### src/rtl/bernoulli_pkg.sv
// Shared types and LFSR helpers for the Bernoulli spike source array.
// Galois right-shift LFSR: feedback mask applied when the bit shifted out is 1.
package bernoulli_pkg;

    localparam int BERN_WIDTH  = 7;
    localparam int BERN_LFSR_W = 16;

    typedef logic [BERN_WIDTH-1:0]  thr_t;
    typedef logic [BERN_LFSR_W-1:0] lfsr_t;

    // Maximal-length feedback masks for widths 8..32.
    function automatic logic [31:0] lfsr_taps(input int w);
        case (w)
            8:       return 32'h0000_00B8;
            9:       return 32'h0000_0110;
            10:      return 32'h0000_0240;
            11:      return 32'h0000_0500;
            12:      return 32'h0000_0829;
            13:      return 32'h0000_100D;
            14:      return 32'h0000_2015;
            15:      return 32'h0000_6000;
            16:      return 32'h0000_B400;
            17:      return 32'h0001_2000;
            18:      return 32'h0002_0400;
            19:      return 32'h0004_0023;
            20:      return 32'h0009_0000;
            21:      return 32'h0014_0000;
            22:      return 32'h0030_0000;
            23:      return 32'h0042_0000;
            24:      return 32'h00E1_0000;
            25:      return 32'h0120_0000;
            26:      return 32'h0200_0023;
            27:      return 32'h0400_0013;
            28:      return 32'h0900_0000;
            29:      return 32'h1400_0000;
            30:      return 32'h2000_0029;
            31:      return 32'h4800_0000;
            32:      return 32'h8020_0003;
            default: return 32'h0;
        endcase
    endfunction

    function automatic logic [31:0] salt(input int i);
        return 32'(i) * 32'h0000_9E37;
    endfunction

    function automatic logic [31:0] lfsr_step(input logic [31:0] s, input int w);
        return (s >> 1) ^ (s[0] ? lfsr_taps(w) : 32'h0);
    endfunction

endpackage

### src/rtl/bernoulli_lfsr.sv
// One Galois LFSR channel with synchronous reload; load wins over step.
module bernoulli_lfsr
    import bernoulli_pkg::*;
#(
    parameter int                LFSR_W    = 16,
    parameter logic [LFSR_W-1:0] RESET_VAL = 1
) (
    input  logic              clk,
    input  logic              rst,
    input  logic              load,
    input  logic [LFSR_W-1:0] load_val,
    input  logic              step,
    output logic [LFSR_W-1:0] state
);

    // NOTE: sequential state uses <= so every register samples pre-edge values.
    always_ff @(posedge clk or posedge rst) begin
        if (rst) begin
            state <= RESET_VAL;
        end else if (load) begin
            state <= load_val;
        end else if (step) begin
            state <= LFSR_W'(lfsr_step(32'(state), LFSR_W));
        end
    end

endmodule

### src/rtl/bernoulli_lfsr_array.sv
// Multi-channel Bernoulli spike source: out[i]=1 with probability thr[i]/2^WIDTH.
// Optional per-window ones statistics are built when BERN_STATS_EN is defined.
module bernoulli_lfsr_array
    import bernoulli_pkg::*;
#(
    parameter int          OUTPUTS   = 4,
    parameter int          WIDTH     = 7,
    parameter int          LFSR_W    = 16,
    parameter logic [31:0] SEED_BASE = 32'h0000_ACE1,
    parameter int          WINDOW    = 1024,
    localparam int         CNT_W     = $clog2(WINDOW + 1)
) (
    input  logic                            clk,
    input  logic                            rst,
    input  logic                            en,
    input  logic                            seed_load,
    input  logic [LFSR_W-1:0]               seed,
    input  logic                            thr_we,
    input  logic [0:OUTPUTS-1][WIDTH-1:0]   thr_in,
    output logic [0:OUTPUTS-1]              out,
`ifdef BERN_STATS_EN
    output logic                            out_valid,
    output logic [0:OUTPUTS-1][CNT_W-1:0]   stats_cnt,
    output logic                            stats_valid
`else
    output logic                            out_valid
`endif
);

    localparam logic [LFSR_W-1:0] BASE = SEED_BASE[LFSR_W-1:0];

    if (WINDOW < 1 || CNT_W < 1 || WIDTH > LFSR_W || BASE == '0) begin : g_bad_params
        $error("bernoulli_lfsr_array: illegal parameter combination");
    end

    logic [LFSR_W-1:0]             state [OUTPUTS];
    logic [0:OUTPUTS-1][WIDTH-1:0] thr;
    logic [0:OUTPUTS-1]            hit;

    for (genvar i = 0; i < OUTPUTS; i++) begin : g_ch
        localparam logic [LFSR_W-1:0] SALT    = LFSR_W'(salt(i));
        localparam logic [LFSR_W-1:0] RST_RAW = BASE ^ SALT;
        localparam logic [LFSR_W-1:0] RST_VAL = (RST_RAW == '0) ? BASE : RST_RAW;

        logic [LFSR_W-1:0] ld_raw;
        logic [LFSR_W-1:0] ld_val;

        // A seed that cancels the salt would lock the LFSR at zero.
        assign ld_raw = seed ^ SALT;
        assign ld_val = (ld_raw == '0) ? BASE : ld_raw;

        bernoulli_lfsr #(
            .LFSR_W    (LFSR_W),
            .RESET_VAL (RST_VAL)
        ) u_lfsr (
            .clk      (clk),
            .rst      (rst),
            .load     (seed_load),
            .load_val (ld_val),
            .step     (en),
            .state    (state[i])
        );
    end

    // NOTE: default assignment first so no path through always_comb infers a latch.
    always_comb begin
        hit = '0;
        for (int i = 0; i < OUTPUTS; i++) begin
            hit[i] = (WIDTH'(lfsr_step(32'(state[i]), LFSR_W)) < thr[i]) || (thr[i] == '1);
        end
    end

    // NOTE: the threshold array is small register state, so it is reset like any flop.
    always_ff @(posedge clk or posedge rst) begin
        if (rst) begin
            thr       <= '0;
            out       <= '0;
            out_valid <= 1'b0;
        end else begin
            if (thr_we) begin
                thr <= thr_in;
            end
            if (seed_load) begin
                out_valid <= 1'b0;
            end else if (en) begin
                out       <= hit;
                out_valid <= 1'b1;
            end else begin
                out_valid <= 1'b0;
            end
        end
    end

`ifdef BERN_STATS_EN
    logic [CNT_W-1:0] ones [OUTPUTS];
    logic [CNT_W-1:0] n_samp;

    always_ff @(posedge clk or posedge rst) begin
        if (rst) begin
            n_samp      <= '0;
            stats_cnt   <= '0;
            stats_valid <= 1'b0;
            for (int i = 0; i < OUTPUTS; i++) ones[i] <= '0;
        end else begin
            stats_valid <= 1'b0;
            if (seed_load) begin
                n_samp <= '0;
                for (int i = 0; i < OUTPUTS; i++) ones[i] <= '0;
            end else if (en) begin
                if (n_samp == CNT_W'(WINDOW - 1)) begin
                    stats_valid <= 1'b1;
                    n_samp      <= '0;
                    for (int i = 0; i < OUTPUTS; i++) begin
                        stats_cnt[i] <= ones[i] + CNT_W'(hit[i]);
                        ones[i]      <= '0;
                    end
                end else begin
                    n_samp <= n_samp + CNT_W'(1);
                    for (int i = 0; i < OUTPUTS; i++) ones[i] <= ones[i] + CNT_W'(hit[i]);
                end
            end
        end
    end
`endif

endmodule

### config.mk
export PLATFORM = sky130hd
export DESIGN_NAME = bernoulli_lfsr_array
export DESIGN_NICKNAME = d
export VERILOG_FILES = /design/src/rtl/bernoulli_pkg.sv /design/src/rtl/bernoulli_lfsr.sv /design/src/rtl/bernoulli_lfsr_array.sv
export SDC_FILE = /design/constraint.sdc
export NUM_CORES = 1
export LEC_CHECK = 0
export BUFFER_PORTS_ARGS = -buffer_cell sky130_fd_sc_hd__buf_2
export CORE_ASPECT_RATIO = 1.75
export CORE_UTILIZATION = 45
export CTS_CLUSTER_SIZE = 16
export DETAILED_ROUTE_END_ITERATION = 8
export GPL_TIMING_DRIVEN = 0
export SYNTH_ARGS = -nofsm -noshare
export SYNTH_HDL_FRONTEND = slang
export SYNTH_SLANG_ARGS = --single-unit
### constraint.sdc
create_clock -name clk -period 4.9 [get_ports clk]
set_clock_uncertainty 0.2 [all_clocks]
set_input_delay 0.98 -clock clk [delete_from_list [all_inputs] [get_ports clk]]
set_output_delay 0.98 -clock clk [all_outputs]
set_load 0.05 [all_outputs]
### After elaboration in Yosys (flattened, before gate mapping)

Cells that the tools add are included.

| storage, ports and cells | value |
|---|---|
| register bits | 97 |
| input bits | 49 |
| output and inout port bits | 5 |
| logic and storage cells | 60 |

| cells by class | value |
|---|---|
| $lt $le $gt $ge | 4 |
| equal/unequal tests | 4 |
| mux-type cells | 20 |
| bitwise logic cells | 12 |
| reduce and logical (&&, ||, !) cells | 10 |

Operator list:

| cell | number |
|---|---|
| 2-to-1 mux 16 bit | 18 |
| logical NOT 16 bit | 4 |
| XOR 15 x 16 -> 16 bit | 4 |
| equality test 7 bit, second input constant | 4 |
| less-than comparator 7 bit | 4 |
| XOR 7 bit, second input constant | 4 |
| NOT 9 bit | 2 |
| NOT 10 bit | 1 |
| logical OR 1 bit | 4 |
| 2-to-1 mux 1 bit | 2 |
| AND reduction 2 bit | 1 |
| nonzero test 2 bit | 1 |
| NOT 1 bit | 1 |

### Logic depth before layout (Yosys ltp)

Gate-level depths: netlist of run 1.

| depth | value |
|---|---|
| depth in word-level cells | 6 |
| depth in mapped cells | 6 |
| gate-level depth less buffers | 6 |

### By module

Synthesis of run 1 repeated with hierarchy kept, for this count alone.

| unflattened totals | value |
|---|---|
| cell total of the unflattened synthesis | 581 |
| area total of the unflattened synthesis | 5522.8 um^2 |

Modules (own cells, without submodules):

| module | instances | cells an instance | area each (um^2) | sequential area each (um^2) |
|---|---|---|---|---|
| bernoulli_lfsr_array | 1 | 281 | 2292.2 | 825.8 |
| bernoulli_lfsr at g_ch[0].u_lfsr ... | 2 | 75 | 808.3 | 410.4 |
| bernoulli_lfsr at g_ch[2].u_lfsr ... | 2 | 75 | 807.0 | 409.1 |

### Least setup slack after synthesis of run 1

Ideal clock, no wire load.

| path | value |
|---|---|
| path kind | input -> register |
| from | input seed[10] |
| to | register g_ch[0].u_lfsr.state[0] |
| setup time | 0.082 ns |
| arrival time | 2.187 ns |
| data required time | 4.618 ns |
| setup slack | 2.431 ns |
| stages on the path | 4 |
| cells stage by stage | or4_4 -> or3_1 -> buf_6 -> a22oi_1 |

| between the ends | value |
|---|---|
| cells in the longest elaborated chain, start to end | 3 |

RTL lines:

| what | RTL line | text |
|---|---|---|
| from (decl) | bernoulli_lfsr_array.sv:17 | `input logic [LFSR_W-1:0] seed,` |
| logical NOT 16 bit | bernoulli_lfsr_array.sv:50 | `assign ld_val = (ld_raw == '0) ? BASE : ld_raw;` |
| 2-to-1 mux 16 bit | bernoulli_lfsr_array.sv:50 |  |
| 2-to-1 mux 16 bit | bernoulli_lfsr.sv:20 | `end else if (load) begin` |
| to (signal assigned) | bernoulli_lfsr.sv:21 | `state <= load_val;` |
| to (signal assigned) | bernoulli_lfsr.sv:23 | `state <= LFSR_W'(lfsr_step(32'(state), LFSR_W));` |
| to (decl) | bernoulli_lfsr.sv:13 | `output logic [LFSR_W-1:0] state` |

No other way between the ends.
A chain may end at the register's enable or synchronous reset.

### Worst setup path after layout of run 1

| path | value |
|---|---|
| from | input seed_load |
| to | register g_ch[3].u_lfsr.state[6] |

| between the ends | value |
|---|---|
| cells in the longest elaborated chain, start to end | 1 |
| elaborated cells between the ends (all ways) | 2 |

RTL lines:

| what | RTL line | text |
|---|---|---|
| from (decl) | bernoulli_lfsr_array.sv:16 | `input logic seed_load,` |
| 2-to-1 mux 16 bit / nonzero test 2 bit (equally long branches) | - |  |
| to (signal assigned) | bernoulli_lfsr.sv:21 |  |
| to (signal assigned) | bernoulli_lfsr.sv:23 |  |
| to (decl) | bernoulli_lfsr.sv:13 |  |

Several ways; a longest one is shown, not always the timed one.

==> metrics.log, run 1 <==
INFO  metric run_status = completed
INFO  metric groute.layer.met1.usage = between 20% and 30%
INFO  metric die_width = about 82 um
INFO  metric worst_hold_path.endpoint = thr[7]$_DFFE_PP0P_
INFO  metric tns = 0 ps
INFO  metric relSlewSlack = 49.97%
INFO  metric synth_area = around 5000 um^2
INFO  metric clock_edge_transition_at_the_registers_on_the_reported_setup_and_hold_paths = 60 ps
INFO  metric worst_ep_arrival_time = between 2000 and 3000 ps
INFO  metric buffer_ports.inserted = 52
INFO  metric net_count_after_synthesis = a little under 600
INFO  metric rows = 50
INFO  metric n_fill_cell = ~1,000
INFO  metric initial_utilization = 46.64%
INFO  metric count_of_endpoints_failing_setup_in_the_final_report = 0
INFO  metric mostFrequentLayoutCell = sky130_fd_sc_hd__dfrtp_1
INFO  metric number_of_antenna_violations_at_the_first_check_in_global_routing = 0
INFO  metric drive_gt1_share = about 21%
INFO  metric finalCriticalPeriod = 2535 ps
INFO  metric vias = 4,012
INFO  metric vertical_die_dimension = 141.7 um
INFO  metric timing.critical_path.fanout_max = 10
INFO  metric placed_cell_area = ~5500 um^2
INFO  metric clock_insertion_delay_worst_skew = 340 ps
INFO  metric worstHoldStart = thr[7]$_DFFE_PP0P_
INFO  metric syn_avg_cell_area = between 9 and 10 um^2
INFO  metric hold_viol = 0
INFO  metric met3_resource_use_gr = between 4 and 5%
INFO  metric routabilityCongestion = approximately 0.87
INFO  metric synth_ff_type = sky130_fd_sc_hd__dfrtp_1
INFO  metric area_delta_synth_final = 14.91%
INFO  metric final_cell_mix = sky130_fd_sc_hd__dfrtp_1, sky130_fd_sc_hd__buf_2, sky130_fd_sc_hd__o21ai_0
INFO  metric min_period_over_period = 51.74%
INFO  metric post_synth_num_cell_types = 41
INFO  metric setup.worst_path.start = seed_load
INFO  metric worstMarginPinSlew = 750.5 ps
INFO  metric top_usage_layer = met2
INFO  metric remaining_drc_errors = 0
INFO  metric globalRouteTotalUtil = around 25%
INFO  metric die_area = around 12,000 um^2
INFO  metric cts_setup_buffers = 0
INFO  metric post_cts_resized = 0
INFO  metric max_clock_freq = between 300 and 400 MHz
INFO  metric crit_end_category = flip-flop
INFO  metric grt_util_met2 = a little over two fifths
INFO  metric wl = 13.37 mm
INFO  metric seq_area_frac_synth = approximately 49%
INFO  metric grt_pass1_wl = 21.39 mm
INFO  metric fin_nets = 647
INFO  metric cts_sinks = 97
INFO  metric regToRegSetupSlack = between 3000 and 4000 ps
INFO  metric grt_start_max_net_pins = 66
INFO  metric synthesis.yosys.warnings = 0
INFO  metric core-area = ~11,000 um^2
INFO  metric synth_enable_flop_cells = 0
INFO  metric num_antenna_cells = 0
INFO  metric min-delay-path-class = flip-flop to flip-flop
INFO  metric final-max-slew-violation-count = 0
INFO  metric number_of_standard_cells_after_synthesis = 510
INFO  metric antenna_violating_nets_post_route = 0
INFO  metric setup.worst_path.start_class = primary input
INFO  metric final_design_area_no_fill = around 5800 um^2
INFO  metric r2r_end = out[2]$_DFFE_PP0P_
INFO  metric crit_type = primary input to flip-flop
INFO  metric htreeDepth = 3
INFO  metric drt-vias-per-instance = between 5 and 6
INFO  metric maxCapViolations = 0
INFO  metric hold_buffers = 0
INFO  metric rsz0062_at_grt = false
INFO  metric worstHoldPathCells = 1
INFO  metric grt_pass1_vias = 4,168
INFO  metric wl_per_cell = between 15 and 20 um
INFO  metric r2r_cells = 5
INFO  metric cts-root-to-sink-buffers = 2
INFO  metric cts-root-buf = sky130_fd_sc_hd__clkbuf_16
INFO  metric regToRegStartpoint = g_ch[2].u_lfsr.state[3]$_DFFE_PP1P_
INFO  metric cts_buffers = 9
INFO  metric drt_pre_antenna_iters = 4
INFO  metric pwr_density_cell = 356.6 nW/um^2
INFO  metric postSynth.asyncResetShare = 100.0%
INFO  metric ys_ff_latch = just under 100
INFO  metric detailed_place_hpwl = ~10 mm
INFO  metric gr-total-overflow = 0
INFO  metric static-leakage-power = between 0.002 and 0.003 uW
INFO  metric critical_path_required = approximately 5000 ps
INFO  metric io_pins = between 50 and 60
INFO  metric max-vdd-ir-drop = about 0.00019 V
INFO  metric initialDrtViolationCount = approximately 160
INFO  metric cts_tree = done
layout make-up:
type                    count  area (um^2)  area share (%)
clock buffers              10        239.0           4.144
clock inverters             5        56.30          0.9764
well taps                 130        162.7           2.821
repair buffers             53        287.8           4.990
multi-input cells         350         2302           39.92
flip-flops and latches     97         2465           42.74
plain buffers              29        123.9           2.148
inverters                  34        130.1           2.256
per-layer routing:
metal	part of all wire, %	vias up	wire [um]
met5	0	-	0
met4	4.7	0	630
met3	3.2	36	434
met2	53	100	7114
met1	39	1950	5187
li1	-	1926	-
power by group:
part | internal [uW] | total (uW) | leakage (uW) | switching, uW
registers | 907 | 969 | 0.00109 | 62.2
clock network | 406 | 708 | 0.000144 | 302
logic | 156 | 379 | 0.00132 | 223
worst max-delay path by stage:
stage,to,slack (ps),depth (start not counted)
final,g_ch[3].u_lfsr.state[6]$_DFFE_PP1P_,2360,5
after global routing,g_ch[2].u_lfsr.state[7]$_DFFE_PP1P_,2210,6
after CTS,g_ch[3].u_lfsr.state[6]$_DFFE_PP1P_,2380,5
after detailed placement,g_ch[1].u_lfsr.state[7]$_DFFE_PP1P_,2030,6
after global placement,thr[21]$_DFFE_PP0P_,50,2
after floorplan,g_ch[0].u_lfsr.state[12]$_DFFE_PP0P_,1240,1
cells by family (layout without fill, tap and decap cells):
kind of cell / after synthesis / in the layout / synth area share, %
AOI/OAI and AO/OA: 143 / 143 / 16.95
xor gates and xnor gates: 12 / 12 / 2.094
adders and majority gates: 24 / 24 / 5.984
buffers and inverters: 63 / 131 / 5.011
DFF: 97 / 97 / 49.12
muxes: 40 / 40 / 8.227
and+or+nand+nor: 131 / 131 / 12.62
per-stage QoR:
step                total power, uW  hold slack [ps]  util, %  instances  setup WS (ps)
floorplan                      1236            304.6        -        510           1236
detailed placement             1364            336.3    50.85        693           2029
finish                         2056            343.5    53.59        708           2365
CTS                            2075            349.9    53.59        708           2383
global placement               1346            322.9    50.57        692          52.29
global route                   2166            380.6    53.59        708           2211
registers in the layout, summed over array words and instances (netlist names):
signal and flops:
g_ch.u_lfsr.state 64, out 4, out_valid 1, thr 28
cell usage after synthesis, types with 2 or more instances:
library cell | instances | area, um^2
sky130_fd_sc_hd__nand4_1 | 6 | 37.54
sky130_fd_sc_hd__a21o_1 | 3 | 22.52
sky130_fd_sc_hd__dfstp_2 | 30 | 788.3
sky130_fd_sc_hd__o21bai_1 | 3 | 22.52
sky130_fd_sc_hd__o21ai_0 | 56 | 280.3
sky130_fd_sc_hd__a22oi_1 | 4 | 30.03
sky130_fd_sc_hd__o211ai_1 | 3 | 22.52
sky130_fd_sc_hd__o41ai_1 | 6 | 52.55
sky130_fd_sc_hd__mux2i_1 | 30 | 300.3
sky130_fd_sc_hd__nor3_1 | 2 | 10.01
sky130_fd_sc_hd__a211oi_1 | 17 | 127.6
sky130_fd_sc_hd__nor4_1 | 2 | 12.51
sky130_fd_sc_hd__clkbuf_1 | 18 | 67.56
sky130_fd_sc_hd__a31oi_1 | 9 | 56.30
sky130_fd_sc_hd__a21oi_1 | 29 | 145.1
sky130_fd_sc_hd__mux2_2 | 10 | 112.6
sky130_fd_sc_hd__or3_1 | 2 | 12.51
sky130_fd_sc_hd__a21boi_0 | 5 | 37.54
sky130_fd_sc_hd__nor2b_1 | 17 | 106.4
sky130_fd_sc_hd__nand2b_1 | 7 | 43.79
sky130_fd_sc_hd__xnor2_1 | 12 | 105.1
sky130_fd_sc_hd__inv_1 | 33 | 123.9
sky130_fd_sc_hd__o22ai_1 | 6 | 37.54
sky130_fd_sc_hd__nor2_1 | 30 | 112.6
sky130_fd_sc_hd__buf_1 | 4 | 15.01
sky130_fd_sc_hd__dfrtp_1 | 67 | 1677
sky130_fd_sc_hd__ha_1 | 24 | 300.3
sky130_fd_sc_hd__nand2_1 | 50 | 187.7
sky130_fd_sc_hd__nand3_1 | 8 | 40.04
sky130_fd_sc_hd__buf_2 | 6 | 30.03
critical path, stage by stage:
cell and delay [ps]:
sky130_fd_sc_hd__buf_2 140, sky130_fd_sc_hd__clkbuf_1 340, sky130_fd_sc_hd__clkbuf_1 500, sky130_fd_sc_hd__nand3_1 420, sky130_fd_sc_hd__o21ai_0 200
Power figures use the tool's default switching activity.
==> inputs of run 2 (changes only) <==
ABC_AREA = 1   (was default)
PLACE_DENSITY = 0.66   (was default)
clock period = 2.25 ns   (was 4.9 ns; I/O delays follow)
==> metrics.log, run 2 <==
INFO  metric cp_slowest_cell = sky130_fd_sc_hd__dlygate4sd3_1
INFO  metric rsz0062_at_grt = false
INFO  metric crit_end_category = async pin
INFO  metric finalCriticalPeriod = 1679 ps
INFO  metric drive_gt1_share = between 10% and 20%
INFO  metric synth_enable_flop_cells = 0
INFO  metric vias = roughly 4,600
INFO  metric synth_top_cell_area_share = roughly 33%
INFO  metric hold_viol = 0
INFO  metric mostFrequentLayoutCell = sky130_fd_sc_hd__nand2_1
INFO  metric synth_ff_type = sky130_fd_sc_hd__dfrtp_1
INFO  metric wl_per_cell = between 15 and 20 um
INFO  metric final_cell_mix = sky130_fd_sc_hd__nand2_1, sky130_fd_sc_hd__inv_1, sky130_fd_sc_hd__dfrtp_1
INFO  metric cts-root-buf = sky130_fd_sc_hd__clkbuf_16
INFO  metric cts_buffers = 9
INFO  metric buffer_ports.inserted = a little over 50
INFO  metric hold_buffers = 1
INFO  metric cts_setup_buffers = 0
INFO  metric setup.worst_path.start_class = primary input
INFO  metric post-synth-top-area-cell = sky130_fd_sc_hd__dfrtp_1
INFO  metric final-max-slew-violation-count = 0
INFO  metric number_of_standard_cells_after_synthesis = approximately 660
INFO  metric top_post_synthesis_cells_by_area = sky130_fd_sc_hd__dfrtp_1, sky130_fd_sc_hd__nand2_1, sky130_fd_sc_hd__dfstp_2
INFO  metric initialDrtViolationCount = between 200 and 250
INFO  metric globalRouteTotalUtil = between 20% and 30%
INFO  metric pwr_density_cell = roughly 750 nW/um^2
INFO  metric seq_area_frac_synth = a little under 50%
INFO  metric relSlewSlack = about three fifths
INFO  metric die_area = 11,800 um^2
INFO  metric detailed_place_hpwl = 10.59 mm
INFO  metric postSynth.asyncResetShare = between 90% and 100%
INFO  metric finalPower = approximately 4400 uW
INFO  metric crit_type = primary input to async pin
INFO  metric min_period_over_period = 74.64%
INFO  metric post_synth_num_cell_types = 25
INFO  metric vertical_die_dimension = between 100 and 150 um
INFO  metric ys_ff_latch = 97
INFO  metric post-synth-top-count-cell = sky130_fd_sc_hd__nand2_1
INFO  metric tns = 0 ps
INFO  metric remaining_drc_errors = 0
INFO  metric cts-root-to-sink-buffers = 2
INFO  metric pre_cts_ws = roughly 450 ps
INFO  metric clock_insertion_delay_worst_skew = about 340 ps
INFO  metric drt-vias-per-instance = 5.302
INFO  metric fin_worst_hold_slack = about 110 ps
INFO  metric gr-total-overflow = 0
INFO  metric maxCapViolations = 0
INFO  metric num_antenna_cells = 0
INFO  metric min-delay-path-class = primary input to flip-flop
INFO  metric run_status = completed
INFO  metric critPathBufInv = 5
INFO  metric htreeDepth = 3
INFO  metric cts_tree = done
INFO  metric drt_pre_antenna_iters = 4
INFO  metric antenna_violating_nets_post_route = 0
INFO  metric number_of_antenna_violations_at_the_first_check_in_global_routing = 0
INFO  metric synth_area = roughly 5000 um^2
INFO  metric core-area = approximately 11,000 um^2
INFO  metric postLayoutCoreUtil = 53.09%
INFO  metric timing.critical_path.fanout_max = 26
INFO  metric fin_ws = 570.6 ps
INFO  metric rows = 51
INFO  metric max_clock_freq = a little under 600 MHz
INFO  metric die_width = about 83 um
INFO  metric max-vdd-ir-drop = 0.0004370 V
INFO  metric static-leakage-power = between 0.003 and 0.004 uW
INFO  metric syn_avg_cell_area = just under 8 um^2
INFO  metric slowest_delay = between 500 and 600 ps
INFO  metric path_delay_family = buffers and inverters
INFO  metric synthesis.yosys.warnings = 0
INFO  metric routabilityCongestion = approximately 0.92
INFO  metric critical_path_required = approximately 2500 ps
INFO  metric cts_sinks = 97
INFO  metric path_cells = dlygate4sd3_1, buf_2, clkinvlp_4, buf_16, buf_12
INFO  metric largest_registers = g_ch.u_lfsr.state x64, thr x28, out x4
INFO  metric worst_ep_arrival_time = 1950 ps
INFO  metric area_delta_synth_final = 15.35%
INFO  metric count_of_endpoints_failing_setup_in_the_final_report = 0
INFO  metric fin_nets = just under 800
INFO  metric largest_register_ffs = 64
INFO  metric post_cts_resized = 0
INFO  metric io_pins = 54
INFO  metric wl = 13.74 mm
INFO  metric grt_pass1_vias = between 4,000 and 5,000
INFO  metric synth_top_cells_by_count = sky130_fd_sc_hd__nand2_1, sky130_fd_sc_hd__inv_1, sky130_fd_sc_hd__dfrtp_1
INFO  metric grt_start_max_net_pins = 27
INFO  metric registers.top_by_ff_count = g_ch.u_lfsr.state
INFO  metric initial_utilization = a little under half
INFO  metric net_count_after_synthesis = 730
INFO  metric grt_pass1_wl = approximately 22 mm
INFO  metric worstMarginPinSlew = about 600 ps
INFO  metric clock_edge_transition_at_the_registers_on_the_reported_setup_and_hold_paths = 70 ps
-- run 2: path summary, 6_finish.rpt --
kind                                                      start                              endpoint  slack (ps)  cells after the start
max                                                         rst   g_ch[0].u_lfsr.state[5]$_DFFE_PP1P_         570                      5
min                                                  thr_in[17]                   thr[17]$_DFFE_PP0P_         110                      3
max reg2reg                 g_ch[0].u_lfsr.state[0]$_DFFE_PP1P_  g_ch[0].u_lfsr.state[12]$_DFFE_PP0P_         700                      5
min reg2reg                g_ch[0].u_lfsr.state[10]$_DFFE_PP1P_  g_ch[0].u_lfsr.state[10]$_DFFE_PP1P_         270                      2
max in group clk                             out[2]$_DFFE_PP0P_                                out[2]         640                      1
min in group asynchronous                                   rst                   thr[14]$_DFFE_PP0P_         510                      3
-- run 2: layout make-up --
type | count | area [um^2]
clock inverters | 5 | 30.03
well taps | 132 | 165.2
multi-input cells | 462 | 2242
inverters | 73 | 277.8
fillers | 1089 | 5209
clock buffers | 11 | 252.7
flip-flops and latches | 97 | 2465
repair buffers | 55 | 332.8
plain buffers | 25 | 128.9
-- run 2: kinds of logic after synthesis --
kind of cell | synth area share, %
DFF | 48.24
muxes | 0.8814
buffers and inverters | 7.884
AOI/OAI and AO/OA | 11.41
and+or+nand+nor | 24.34
adders and majority gates | 5.877
xor gates and xnor gates | 1.371
-- run 2: worst reg2reg max path: stages (launching register included) --
cell                       delay (ps)
sky130_fd_sc_hd__dfstp_2          520
sky130_fd_sc_hd__clkbuf_1         260
sky130_fd_sc_hd__nor2_1            90
sky130_fd_sc_hd__nor3b_1          210
sky130_fd_sc_hd__nor2_1            80
sky130_fd_sc_hd__a21oi_1          130
-- run 2: metal layers --
layer | track usage (%) | up-vias | part of all wire [%]
li1 | - | 2219 | -
met4 | 16.52 | 0 | 5.8
met2 | 44.19 | 142 | 53
met1 | 28.58 | 2142 | 36
met5 | 0 | - | 0
met3 | 4.026 | 57 | 5.1
-- run 2: metrics by stage --
stage	area, um^2	cells
after floorplan	5114	657
after global placement	5534	840
after detailed placement	5602	843
after CTS	5894	860
after global routing	5894	860
final	5894	860
-- run 2: report_power, final --
| group | leakage (uW) | total [uW] | internal (uW) | switching (uW) |
|---|---|---|---|---|
| registers | 0.00112 | 2100 | 1980 | 126 |
| clock network | 0.000137 | 1460 | 804 | 657 |
| logic | 0.00176 | 827 | 301 | 526 |
| total | 0.00302 | 4390 | 3080 | 1310 |
